--- config.mk ---
export PLATFORM = sky130hd
export DESIGN_NAME = shift_serdes
export DESIGN_NICKNAME = d
export VERILOG_FILES = /design/src/rtl/serdes_pkg.sv /design/src/rtl/bit_counter.sv /design/src/rtl/shift_serdes.sv
export SDC_FILE = /design/constraint.sdc
export NUM_CORES = 1
export LEC_CHECK = 0
export BUFFER_PORTS_ARGS = -buffer_cell sky130_fd_sc_hd__buf_2
export CAP_MARGIN = 20
export CORE_ASPECT_RATIO = 1.1
export CORE_UTILIZATION = 55
export DETAILED_ROUTE_END_ITERATION = 10
export PLACE_DENSITY = 0.92
export SETUP_SLACK_MARGIN = 0.2
export SYNTH_ARGS = -nofsm -noshare
export SYNTH_HDL_FRONTEND = slang
export SYNTH_SLANG_ARGS = --single-unit
--- constraint.sdc ---
create_clock -name i_clk -period 3.52 [get_ports i_clk]
set_input_delay 0.352 -clock i_clk [delete_from_list [all_inputs] [get_ports i_clk]]
set_output_delay 0.352 -clock i_clk [all_outputs]
set_load 0.01 [all_outputs]
--- src/rtl/serdes_pkg.sv ---
// Shared types for the shift serdes: FSM state encoding.
// Pure declarations, no logic and no latency.
package serdes_pkg;

  typedef enum logic {
    IDLE  = 1'b0,
    SHIFT = 1'b1
  } state_t;

endpackage

--- src/rtl/bit_counter.sv ---
// Frame bit counter with terminal-count flag (tc when count == WIDTH-1).
// Registered count; enable on the terminal count returns it to zero, so it never runs past WIDTH-1.
module bit_counter #(
  parameter int WIDTH = 8
) (
  input  logic i_clk,
  input  logic i_rst_n,
  input  logic i_clear,
  input  logic i_enable,
  output logic o_tc
);

  localparam int CW = $clog2(WIDTH);

  logic [CW-1:0] cnt;

  always_ff @(posedge i_clk) begin
    if (!i_rst_n) begin
      cnt <= '0;
    end else if (i_clear || (i_enable && o_tc)) begin
      cnt <= '0;
    end else if (i_enable) begin
      cnt <= cnt + CW'(1);
    end
  end

  assign o_tc = (cnt == CW'(WIDTH - 1));

endmodule

--- src/rtl/shift_serdes.sv ---
// Full-duplex serialiser/deserialiser: one WIDTH-bit frame per handshake, one bit per i_tick.
// First bit is on o_sdata the cycle after the handshake; o_tx_ready is low for the whole frame.
module shift_serdes
  import serdes_pkg::*;
#(
  parameter int WIDTH     = 8,
  parameter bit LSB_FIRST = 1'b0
) (
  input  logic             i_clk,
  input  logic             i_rst_n,
  input  logic [WIDTH-1:0] i_tx_data,
  input  logic             i_tx_valid,
  output logic             o_tx_ready,
  input  logic             i_tick,
  input  logic             i_sdata,
  output logic             o_sdata,
  input  logic             i_abort,
  output logic             o_busy,
  output logic [WIDTH-1:0] o_rx_data,
  output logic             o_rx_valid
);

  state_t           state;
  state_t           state_nxt;
  logic [WIDTH-1:0] tx_sr;
  logic [WIDTH-1:0] rx_sr;
  logic [WIDTH-1:0] tx_shift;
  logic [WIDTH-1:0] rx_shift;
  logic             load;
  logic             tick_en;
  logic             last;
  logic             tc;

  assign load    = (state == IDLE) && i_tx_valid && o_tx_ready;
  // Abort wins over a coincident tick, including the final one.
  assign tick_en = (state == SHIFT) && i_tick && !i_abort;
  assign last    = tick_en && tc;

  always_ff @(posedge i_clk) begin
    if (!i_rst_n) begin
      state <= IDLE;
    end else begin
      state <= state_nxt;
    end
  end

  always_comb begin
    state_nxt = state;
    case (state)
      IDLE:    if (load) state_nxt = SHIFT;
      SHIFT:   if (i_abort || last) state_nxt = IDLE;
      default: state_nxt = IDLE;
    endcase
  end

  always_comb begin
    o_tx_ready = 1'b0;
    o_busy     = 1'b0;
    case (state)
      IDLE:    o_tx_ready = i_rst_n;
      SHIFT:   o_busy     = 1'b1;
      default: o_busy     = 1'b0;
    endcase
  end

  always_comb begin
    if (LSB_FIRST) begin
      tx_shift = {1'b0, tx_sr[WIDTH-1:1]};
      rx_shift = {i_sdata, rx_sr[WIDTH-1:1]};
    end else begin
      tx_shift = {tx_sr[WIDTH-2:0], 1'b0};
      rx_shift = {rx_sr[WIDTH-2:0], i_sdata};
    end
  end

  always_ff @(posedge i_clk) begin
    if (!i_rst_n) begin
      tx_sr      <= '0;
      rx_sr      <= '0;
      o_sdata    <= 1'b0;
      o_rx_valid <= 1'b0;
      o_rx_data  <= '0;
    end else begin
      o_rx_valid <= last;
      if (load) begin
        tx_sr   <= i_tx_data;
        rx_sr   <= '0;
        o_sdata <= LSB_FIRST ? i_tx_data[0] : i_tx_data[WIDTH-1];
      end else if (tick_en) begin
        tx_sr   <= tx_shift;
        rx_sr   <= rx_shift;
        o_sdata <= last ? 1'b0 : (LSB_FIRST ? tx_shift[0] : tx_shift[WIDTH-1]);
        if (last) o_rx_data <= rx_shift;
      end else if ((state == SHIFT) && i_abort) begin
        o_sdata <= 1'b0;
      end
    end
  end

  bit_counter #(
    .WIDTH(WIDTH)
  ) u_bit_counter (
    .i_clk   (i_clk),
    .i_rst_n (i_rst_n),
    .i_clear (load),
    .i_enable(tick_en),
    .o_tc    (tc)
  );

endmodule

After elaboration in Yosys (flattened, before gate mapping). Cells that the tools add are included.

Flip-flop bits (word level): 28. Bits of input ports: 14. Output and inout bits: 12. Word-level logic and storage cells: 37.

$add $sub $neg: 1. Eq/ne operators: 1. Muxes and demuxes: 11. Bitwise logic cells: 3. Reductions and logical operators: 14.

Operator list (count): 7-bit two-way mux (2); 1-bit two-way mux (8); 1-bit logical AND (6); 2-bit OR reduction (2); 3-bit by 1-bit adder with 3-bit output, second input constant (1); 3-bit == test, second input constant (1); 1-bit NOT (3); 3-bit AND reduction (1); 3-bit nonzero test (1); 1-bit logical OR (2); 1-bit case mux with 2 select lines (1); 2-bit nonzero test (1); 1-bit zero test (1).

Depth between registers and ports, before layout. Gate-level depths: netlist of run 1.

Depth after elaboration: 6. Mapped depth: 6. Gate-level depth less buffers: 5.

Hierarchy. From an unflattened synthesis of run 1, not the netlist that was laid out.

Cell total of the unflattened synthesis: 134. Area total of the unflattened synthesis: 1157.4 um^2.

Modules (own cells, without submodules): shift_serdes (times used 1, cells an instance 119, area each 1004.7 um^2, seq. area each 500.5 um^2); bit_counter (times used 1, cells an instance 15, area each 152.6 um^2, seq. area each 60.1 um^2).

Worst setup path before layout of run 1. Ideal clock, no wire load.

Path type: input to output. Start point: input i_rst_n. End point: output o_tx_ready. Arrival time: 1.002 ns. Data required time: 3.168 ns. Path slack: 2.166 ns. Stages on the path: 3. Buffers on the path: 2. Path through: buf_2 -> clkbuf_1 -> nor2b_1.

Cells in the longest elaborated chain, start to end: 1.

Ends and longest elaborated chain: from (decl) (line shift_serdes.sv:10) `input logic i_rst_n,`; 1-bit two-way mux (line shift_serdes.sv:59) `case (state)`; to (decl) (line shift_serdes.sv:13) `output logic o_tx_ready,`.

No other way between the ends.

Final worst setup path of run 1.
Start point: register state. End point: register tx_sr[2].

Cells in the longest elaborated chain, start to end: 4. Elaborated cells between the ends (all ways): 8. Those cells by class: 2 x mux; 1 x bitwise; 5 x reduce/logical.

Ends and longest elaborated chain: from (decl) (line shift_serdes.sv:23) `state_t state;`; from (signal assigned) (line shift_serdes.sv:43) `state <= state_nxt;`; 1-bit NOT; 1-bit logical AND (2 in a row) (line shift_serdes.sv:34) `assign load = (state == IDLE) && i_tx_valid && o_tx_ready;`; 7-bit two-way mux or 2-bit nonzero test (tied branches); to (signal assigned) (line shift_serdes.sv:86) `tx_sr <= i_tx_data;`; to (signal assigned) (line shift_serdes.sv:90) `tx_sr <= tx_shift;`; to (decl) (line shift_serdes.sv:25) `logic [WIDTH-1:0] tx_sr;`.

Several ways; a longest one is shown, not always the timed one. A chain may end at the register's enable or synchronous reset.

==> results.md, run 1 <==
* Status: complete, no violations
* Hold slack at 0.267 ns
* Clock Sinks at 28
* Synth top area cells: dfxtp_1 47%, nand3_1 9.7%, nand2_1 8.2%
* Crit. End Element: register
* Yosys cell types at 28
* Seq/Total Area, Yosys at 47.3%
* Post-Synth Simple-Gate Area at 29.3%
* Yosys top cell area share at 47.3%
* Max_cap viols at 0
* Worst path bufs/invs at 0
* Initial Util at 58.6%
* Storage cell area at 561 um^2
* Via/cell ratio at 5.63
* Tot GR Track Use at 21.1%
* Largest net degree at the start of global routing at 29
* Top Family by Delay on Critical Path: flip-flops
* Layout cell share with drive strength beyond 1 at 23.0%
* Least-Margin Pin Slew at 0.583 ns
* Top FF cell, synth: dfxtp_1
* Antenna Cells at 0
* Antenna violations before repair at 0
* #FFs+latches synth at 28
* Count of pins over their slew limit at 0
* Die area at 0.00234 mm^2
* Final setup viols at 0
* Die X-Extent at 46.3 um
* Port Buffers at 25
* Compound-cell area share of the yosys netlist at 16.2%
* Gp weighted congestion at 0.759
* Total power at 0.498 mW
* PostCTS Resize Cnt at 0
* Boundary pin count at 26
* Core Rows at 17
* Synth Instances at 134
* FF-to-FF setup slack at 1.90 ns
* Fmax at 616 MHz
* Clock slew at the register clock pins of the worst setup and hold paths at 0.13 ns
* Final period util at 46.1%
* FFs w/ async S/R, synth at 0%
* CTS buffer count at 3
* CP cell instances: and3b_1, a22oi_1, a21boi_0
* Slew headroom at 61.1%
* Worst skew pair latency at 0.31 ns
* Post-Synth XOR/XNOR Area at 0%
* 1st-pass router iterations at 4
* Synthesized Nets at 150
* Max Buffers Root-to-Sink at 2
* CORE AREA at 0.00202 mm^2
* First-pass GRT wire length at 3.70 mm
* Unrepaired setup endpoints after global routing: false
* CTS tree: done
* Final setup margin at 1.90 ns
* Routed len/inst at 12.3 um
* Post-synth EDFFs at 0
* DRC violations left at 0
* Tmin final at 1.62 ns
* Post-DRT Antenna Nets at 0
* Mux cell area share after synthesis at 0%
* CP max-delay cell: dfxtp_1
* Nets@finish at 170
* Htree depth at 1
* Crit path arrival time at 1.87 ns
* CP required at 3.76 ns
* Power Density at 382 mW/mm^2
* Synth Cell Area at 0.00118 mm^2
* Synth warnings at 0
* Setup total negative slack at 0 ns
* Crit path launch type: register
* Lkg Pwr at 0.563 nW
* Avg Inst Size Synth at 8.84 um^2
* Fin. Hold Viols at 0
* Most frequent cells in the layout: 28 x dfxtp_1, 26 x nand2_1, 25 x buf_2
* Met2 Use GR at 33.3%
* Met1 usage at 28.4%
* Vias at 1014
* P&R area growth vs syn at 10.2%
* Crit Path Category: reg2reg
* Root Buffer: clkbuf_4
* Grt met3 use at 3.24%
* Main combinational cell family by area after synthesis: simple AND/OR/NAND/NOR gates
* Final Skew at 0.00589 ns
* Leading area contributor after synthesis: dfxtp_1
* Place WS at 1.93 ns
* DP HPWL at 1.58 mm
* Commonest non-fill, non-tap cell in the layout: dfxtp_1
* Postcts setup bufs at 0
* Worst Path Max Fanout at 15
* Vias in the first global route at 867
* Die Y at 50.7 um
* Top Usage Layer GRT: met2
* Fillers at 180
* GRT overflow at 0
* Crit path largest cell delay at 0.62 ns
* Hold Path Class: in2reg
* Adder-cell share of the synthesized area at 2.11%
* DR iter-0 viols at 13
* Multi-input logic area at 563 um^2
* Max VDD drop at 235 uV
* Routed WL at 2.21 mm
* Hold_buf cts at 0
-- logic make-up (layout without fill, tap and decap cells) --
family                   Yosys count  in the layout
AND/OR/NAND/NOR                   66             66
AO/OA/AOI/OAI                     28             28
flip-flops                        28             28
buffers and inverters             10             28
adder cells (fa/ha/maj)            2              2
-- state kept, by name, summed over array words and instances (netlist names) --
signal	cells
u_bit_counter.cnt	3
o_sdata	1
rx_sr	7
tx_sr	7
o_rx_valid	1
o_rx_data	8
state	1
-- worst min-delay path, stage by stage --
cell and delay [ns]:
buf_2 0.09, nand2_1 0.04, a21boi_0 0.06
-- cells in the mapped netlist (all sizes together) (2+ instances only) --
library cell / count
dfxtp: 28
nand2: 27
nand3: 23
a21oi: 12
a21boi: 8
buf: 7
a22oi: 6
nand3b: 4
clkbuf: 3
nor2: 3
ha: 2
nor2b: 2
-- layout make-up --
cell class                 count  area share, %
timing repair buffer          25           9.58
sequential                    28           42.9
clock buffer                   3           1.72
tap                           28           2.68
multi-input combinational     96           43.1
-- path summary, 6_finish.rpt --
path,from,to,cells past startpoint
hold reg to reg,o_rx_data[7]$_SDFFE_PN0P_,o_rx_data[7]$_SDFFE_PN0P_,2
setup / recovery,state$_SDFF_PN0_,tx_sr[2]$_SDFFE_PN0P_,3
hold / removal,i_tx_data[0],tx_sr[0]$_SDFFE_PN0P_,3
setup reg to reg,state$_SDFF_PN0_,tx_sr[2]$_SDFFE_PN0P_,3
-- power by group --
group / switching (mW) / internal [mW]
clock: 0.0820 / 0.0400
sequential: 0.00656 / 0.324
combinational: 0.0262 / 0.0194
-- per-stage QoR --
stage               util, %  cells  instance area (um^2)
CTS                    64.6    180                  1310
global route           64.6    180                  1310
finish                 64.6    180                  1310
floorplan                 -    134                  1180
global placement       63.5    177                  1280
detailed placement     63.5    177                  1280
-- metal layers --
metal  wire length (um)  up-vias
met5                  0        -
met4                 44        0
met3                 89        6
met2               1080       35
met1                995      466
li1                   -      507
Note: power is estimated with default switching activity, not from simulation.
==> inputs of run 2 (changes only) <==
CORE_UTILIZATION = 47   (was 55)
PLACE_DENSITY = 0.84   (was 0.92)
clock period = 1.4 ns   (was 3.52 ns; I/O delays follow)
==> results.md, run 2 (synthesis gave the netlist of run 1 again) <==
* Max Buffers Root-to-Sink at 2 (unchanged)
* Least-Margin Pin Slew at 0.332 ns (was 0.583 ns)
* FF-to-FF setup slack at 0.15 ns (was 1.90 ns)
* CTS tree: done (unchanged)
* CP required at 1.63 ns (was 3.76 ns)
* Crit. End Element: register (unchanged)
* Crit path launch: state$_SDFF_PN0_ (unchanged)
* Vias at 1069 (was 1014)
* Worst Path Max Fanout at 15 (unchanged)
* Top Usage Layer GRT: met2 (unchanged)
* Slew headroom at 77.8% (was 61.1%)
* Vias in the first global route at 941 (was 867)
* Initial Util at 51.1% (was 58.6%)
* Lkg Pwr at 0.620 nW (was 0.563 nW)
* Routed len/inst at 13.0 um (was 12.3 um)
* Fin. Hold Viols at 0 (unchanged)
* GRT overflow at 0 (unchanged)
* Crit path launch type: register (unchanged)
* Worst skew pair latency at 0.32 ns (was 0.31 ns)
* CORE AREA at 0.00232 mm^2 (was 0.00202 mm^2)
* Boundary pin count at 26 (unchanged)
* Die X-Extent at 49.9 um (was 46.3 um)
* Place WS at -0.00526 ns (was 1.93 ns)
* Count of pins over their slew limit at 0 (unchanged)
* Unrepaired setup endpoints after global routing: true (was false)
* Layout cell share with drive strength beyond 1 at 40.1% (was 23.0%)
* Post-Route Utilization at 65.3% (was 64.6%)
* Antenna violations before repair at 0 (unchanged)
* Crit path arrival time at 1.48 ns (was 1.87 ns)
* Total power at 1.37 mW (was 0.498 mW)
* Root Buffer: clkbuf_4 (unchanged)
* Antenna Cells at 0 (unchanged)
* Hold_buf cts at 0 (unchanged)
* Via/cell ratio at 5.57 (was 5.63)
* Port Buffers at 25 (unchanged)
* Top flop regs: o_rx_data x8, rx_sr x7, tx_sr x7 (unchanged)
* Cell count after placement at 184 (was 177)
* Reg2reg end: tx_sr[1]$_SDFFE_PN0P_ (was tx_sr[2]$_SDFFE_PN0P_)
* Hold Path Class: in2reg (unchanged)
* Max_cap viols at 0 (unchanged)
* Gp weighted congestion at 0.773 (was 0.759)
* Power Density at 905 mW/mm^2 (was 382 mW/mm^2)
* DR iter-0 viols at 19 (was 13)
* Commonest non-fill, non-tap cell in the layout: nand2_1 (was dfxtp_1)
* Final Skew at 0.00469 ns (was 0.00589 ns)
* Die area at 0.00273 mm^2 (was 0.00234 mm^2)
* Final period util at 89.3% (was 46.1%)
* DRC violations left at 0 (unchanged)
* Status: complete, no violations (unchanged)
* Routed WL at 2.49 mm (was 2.21 mm)
* DP HPWL at 1.71 mm (was 1.58 mm)
* Final setup margin at 0.149 ns (was 1.90 ns)
* Hold slack at 0.0437 ns (was 0.267 ns)
* Layout Cells excl Fill at 192 (was 180)
* Max VDD drop at 526 uV (was 235 uV)
* Tmin final at 1.25 ns (was 1.62 ns)
* Final setup viols at 0 (unchanged)
* Area after DPL at 0.00136 mm^2 (was 0.00128 mm^2)
* Setup crit end: tx_sr[1]$_SDFFE_PN0P_ (was tx_sr[2]$_SDFFE_PN0P_)
* 1st-pass router iterations at 4 (unchanged)
* CTS buffer count at 3 (unchanged)
* Grt met3 use at 2.78% (was 3.24%)
* Fmax at 800 MHz (was 616 MHz)
* Largest net degree at the start of global routing at 18 (was 29)
* Setup total negative slack at 0 ns (unchanged)
* Tot GR Track Use at 19.0% (was 21.1%)
* Clock Sinks at 28 (unchanged)
* Final instance area at 0.00151 mm^2 (was 0.00131 mm^2)
* P&R area growth vs syn at 27.8% (was 10.2%)
* R2R cell count at 5 (was 3)
* Nets@finish at 179 (was 170)
* Core Rows at 18 (was 17)
* Largest Register: o_rx_data (unchanged)
* Reg-to-Reg Start: state$_SDFF_PN0_ (unchanged)
* Die Y at 54.7 um (was 50.7 um)
* Most frequent cells in the layout: 26 x nand2_1, 25 x buf_2, 25 x dfxtp_1 (was 28 x dfxtp_1, 26 x nand2_1, 25 x buf_2)
* Met2 Use GR at 38.3% (was 33.3%)
* Largest register FFs at 8 (unchanged)
* Post-DRT Antenna Nets at 0 (unchanged)
* Clock slew at the register clock pins of the worst setup and hold paths at 0.15 ns (was 0.13 ns)
* Crit Path Category: reg2reg (unchanged)
* First-pass GRT wire length at 3.94 mm (was 3.70 mm)
* Htree depth at 1 (unchanged)
* Met1 usage at 20.2% (was 28.4%)
## run 2: cell count changes in the layout (fill, tap and decap cells not counted), moves of 3 or more
cell / previous run / this run
nand3_1: 23 / 13
nand3_2: 0 / 10
a21boi_0: 6 / 1
a21boi_1: 2 / 7
buf_4: 0 / 5
dfxtp_1: 28 / 25
## run 2: what timing repair did
| action | in CTS | in global routing |
|---|---|---|
| gates cloned | 0 | 1 |
| endpoints found under the setup margin | 29 | 28 |
| buffers inserted | 2 | 1 |
| resized for setup | 16 | 9 |
| pin swaps | 3 | 12 |
## run 2: worst min-delay path by stage
| stage | slack (ns) | end | cells after the start | from |
|---|---|---|---|---|
| after floorplan | 0.27 | o_rx_data[0]$_SDFFE_PN0P_ | 2 | i_sdata |
| after global placement | 0.38 | o_rx_data[0]$_SDFFE_PN0P_ | 3 | i_sdata |
| after detailed placement | 0.39 | o_rx_data[0]$_SDFFE_PN0P_ | 3 | i_sdata |
| after CTS | 0.04 | o_rx_data[0]$_SDFFE_PN0P_ | 3 | i_sdata |
| after global routing | 0.05 | o_rx_data[0]$_SDFFE_PN0P_ | 3 | i_sdata |
| final | 0.04 | o_rx_data[0]$_SDFFE_PN0P_ | 3 | i_sdata |
## run 2: layout make-up
| cell class | instances | area (um^2) |
|---|---|---|
| fill | 195 | 806 |
| multi-input combinational | 97 | 666 |
| sequential | 28 | 569 |
| timing repair buffer | 33 | 205 |
| tap | 30 | 37.5 |
| clock buffer | 4 | 36.3 |
## run 2: layer usage
layer  vias up  share of wire (%)
li1        524                  -
met1       512                 40
met2        31                 56
met3         2                3.4
met4         0               0.64
met5         -                  0
## run 2: worst max-delay path, stage by stage (launching register included)
cell and delay, ns:
dfxtp_4 0.40, buf_4 0.15, and3b_2 0.22, buf_12 0.15
a22oi_1 0.14, a21boi_1 0.09
## run 2: report_power, final
part / switching [mW] / leakage, nW / internal, mW
Clock: 0.235 / 0.0210 / 0.159
Combinational: 0.0797 / 0.370 / 0.0687
Sequential: 0.0141 / 0.229 / 0.814
==> inputs of run 3 (changes only) <==
BUFFER_PORTS_ARGS = -buffer_cell sky130_fd_sc_hd__buf_4   (was -buffer_cell sky130_fd_sc_hd__buf_2)
GPL_TIMING_DRIVEN = 0   (was default)
MAX_ROUTING_LAYER = met4   (was default)
==> results.md, run 3 (synthesis gave the netlist of run 1 again) <==
* Crit path arrival time at 1.53 ns (was 1.48 ns)
* Crit path launch type: register (unchanged)
* CTS tree: done (unchanged)
* Internal power at 0.999 mW (was 1.04 mW)
* Antenna Cells at 0 (unchanged)
* Final period util at 93.2% (was 89.3%)
* Gate power share at 12.6% (was 10.8%)
* Fin. Hold Viols at 0 (unchanged)
* Max Buffers Root-to-Sink at 2 (unchanged)
* Fillers at 196 (was 195)
* Gp weighted congestion at 0.751 (was 0.773)
* Sw Pwr at 0.314 mW (was 0.329 mW)
* Unrepaired setup endpoints after global routing: true (unchanged)
* Htree depth at 1 (unchanged)
* Count of pins over their slew limit at 0 (unchanged)
* Tot GR Track Use at 21.1% (was 19.0%)
* Multi-input logic area at 634 um^2 (was 666 um^2)
* Max_cap viols at 0 (unchanged)
* Via/cell ratio at 5.47 (was 5.57)
* Crit path launch: u_bit_counter.cnt[0]$_SDFFE_PP0P_ (was state$_SDFF_PN0_)
* Initial Util at 51.1% (unchanged)
* Clock Sinks at 28 (unchanged)
* Most frequent cells in the layout: 31 x buf_4, 26 x nand2_1, 25 x dfxtp_1 (was 26 x nand2_1, 25 x buf_2, 25 x dfxtp_1)
* Least-Margin Pin Slew at 0.420 ns (was 0.332 ns)
* Largest Register: o_rx_data (unchanged)
* Root Buffer: clkbuf_4 (unchanged)
* Hold Path Class: in2reg (unchanged)
* Largest net degree at the start of global routing at 15 (was 18)
* Post-Route Utilization at 67.4% (was 65.3%)
* Commonest non-fill, non-tap cell in the layout: buf_4 (was nand2_1)
* CP max-delay cell: dfxtp_2 (was dfxtp_4)
* Final setup viols at 0 (unchanged)
* Crit path largest cell delay at 0.37 ns (was 0.40 ns)
* Instance count on the critical path at 5 (unchanged)
* Tmin final at 1.30 ns (was 1.25 ns)
* Fmax at 767 MHz (was 800 MHz)
* Clock slew at the register clock pins of the worst setup and hold paths at 0.14 ns (was 0.15 ns)
* First-pass GRT wire length at 4.16 mm (was 3.94 mm)
* Top Family by Delay on Critical Path: simple AND/OR/NAND/NOR gates (was flip-flops)
* GRT overflow at 0 (unchanged)
* Crit Path Category: reg2reg (unchanged)
* CORE AREA at 0.00232 mm^2 (unchanged)
* CTS buffer count at 3 (unchanged)
* Final setup margin at 0.0954 ns (was 0.149 ns)
* Power Density at 840 mW/mm^2 (was 905 mW/mm^2)
* Reg-to-Reg Start: u_bit_counter.cnt[0]$_SDFFE_PP0P_ (was state$_SDFF_PN0_)
* DR iter-0 viols at 26 (was 19)
* CP required at 1.63 ns (about the same)
* Vias at 1078 (was 1069)
* Crit. End Element: register (unchanged)
* Port Buffers at 24 (was 25)
* DP HPWL at 1.78 mm (was 1.71 mm)
* Routed WL at 2.64 mm (was 2.49 mm)
* Lkg Pwr at 0.683 nW (was 0.620 nW)
* Core Rows at 18 (unchanged)
* CP cell instances: ha_4, ha_4, and4b_2, buf_6, and2_4 (was buf_4, and3b_2, buf_12, a22oi_1, a21boi_1)
* Status: complete, no violations (unchanged)
* Die area at 0.00273 mm^2 (unchanged)
* Die X-Extent at 49.9 um (unchanged)
* Place WS at 0.0232 ns (was -0.00526 ns)
* Antenna violations before repair at 0 (unchanged)
* Worst Path Max Fanout at 6 (was 15)
* Hold_buf cts at 0 (unchanged)
* Most Frequent Cell on Critical Path: ha_4
* Worst path bufs/invs at 1 (was 2)
* Max VDD drop at 597 uV (was 526 uV)
* Cell count after placement at 188 (was 184)
* Final Skew at 0.00650 ns (was 0.00469 ns)
* Switching Fraction at 23.9% (was 24.0%)
* Slew headroom at 72.0% (was 77.8%)
* Worst skew pair latency at 0.32 ns (about the same)
* Flop pwr share at 63.1% (was 60.4%)
* Storage cell area at 564 um^2 (was 569 um^2)
* Vias in the first global route at 994 (was 941)
* Clock share of power at 24.3% (was 28.8%)
* Boundary pin count at 26 (unchanged)
* Setup total negative slack at 0 ns (unchanged)
* Setup crit end: o_rx_valid$_SDFF_PN0_ (was tx_sr[1]$_SDFFE_PN0P_)
* DRC violations left at 0 (unchanged)
* Die Y at 54.7 um (unchanged)
* P&R area growth vs syn at 31.9% (was 27.8%)
* Largest register FFs at 8 (unchanged)
* R2R cell count at 5 (unchanged)
* Routed len/inst at 13.4 um (was 13.0 um)
* Total power at 1.31 mW (was 1.37 mW)
* Post-DRT Antenna Nets at 0 (unchanged)
* FF-to-FF setup slack at 0.1 ns (was 0.15 ns)
* Reg2reg end: o_rx_valid$_SDFF_PN0_ (was tx_sr[1]$_SDFFE_PN0P_)
* Layout Cells excl Fill at 197 (was 192)
* 1st-pass router iterations at 4 (unchanged)
* Nets@finish at 185 (was 179)
* Top flop regs: o_rx_data x8, rx_sr x7, tx_sr x7 (unchanged)
* Layout cell share with drive strength beyond 1 at 37.1% (was 40.1%)
[run 3: changes by cell type in the layout (fill, tap and decap cells not counted), sizes merged]
cell and change:
buf +3, and4b -1, clkbuf +3
[run 3: metal layers]
layer	GRT usage, %	vias to the layer above	routed length (um)
met5	-	-	0
met4	10.0	0	65
met3	2.78	8	117
met2	41.9	33	1340
met1	20.5	504	1120
li1	-	533	-
[run 3: worst min-delay path, cell delays in order]
cell and delay, ns:
buf_4 0.09, nand3_1 0.06, nand2_1 0.05
[run 3: repair_timing]
item | CTS | global route
buffers inserted | 5 | 0
gates cloned | 1 | 0
setup endpoints to repair | 25 | 25
pin swaps | 6 | 8
resized for setup | 4 | 16
[run 3: layout make-up]
| type | instances | area share (%) |
|---|---|---|
| multi-input cells | 96 | 40.6 |
| flip-flops and latches | 28 | 36.1 |
| clock buffers | 3 | 1.44 |
| repair buffers | 30 | 14.7 |
| well taps | 30 | 2.40 |
| plain buffers | 10 | 4.80 |
[run 3: how the worst min path moves through the flow]
stage,start,slack [ns],endpoint,cells past startpoint
after floorplan,i_sdata,0.27,o_rx_data[0]$_SDFFE_PN0P_,2
after global placement,i_sdata,0.37,o_rx_data[0]$_SDFFE_PN0P_,3
after detailed placement,i_sdata,0.38,o_rx_data[0]$_SDFFE_PN0P_,3
after CTS,i_sdata,0.04,o_rx_data[0]$_SDFFE_PN0P_,3
after global routing,i_sdata,0.05,o_rx_data[0]$_SDFFE_PN0P_,3
final,i_sdata,0.04,o_rx_data[0]$_SDFFE_PN0P_,3
[run 3: per-stage QoR]
stage	hold slack (ns)	instance area (um^2)
detailed placement	0.379	1440
CTS	0.0400	1520
floorplan	0.270	1220
global route	0.0468	1560
global placement	0.374	1440
finish	0.0404	1560
[run 3: power by group through the flow]
stage	combinational (mW)	sequential (mW)	clock, mW
5_1_grt	0.180	0.830	0.343
6_report	0.165	0.828	0.319
4_1_cts	0.157	0.827	0.323
3_5_place_dp	0.148	0.844	0
3_3_place_gp	0.142	0.843	0
2_1_floorplan	0.0856	0.844	0
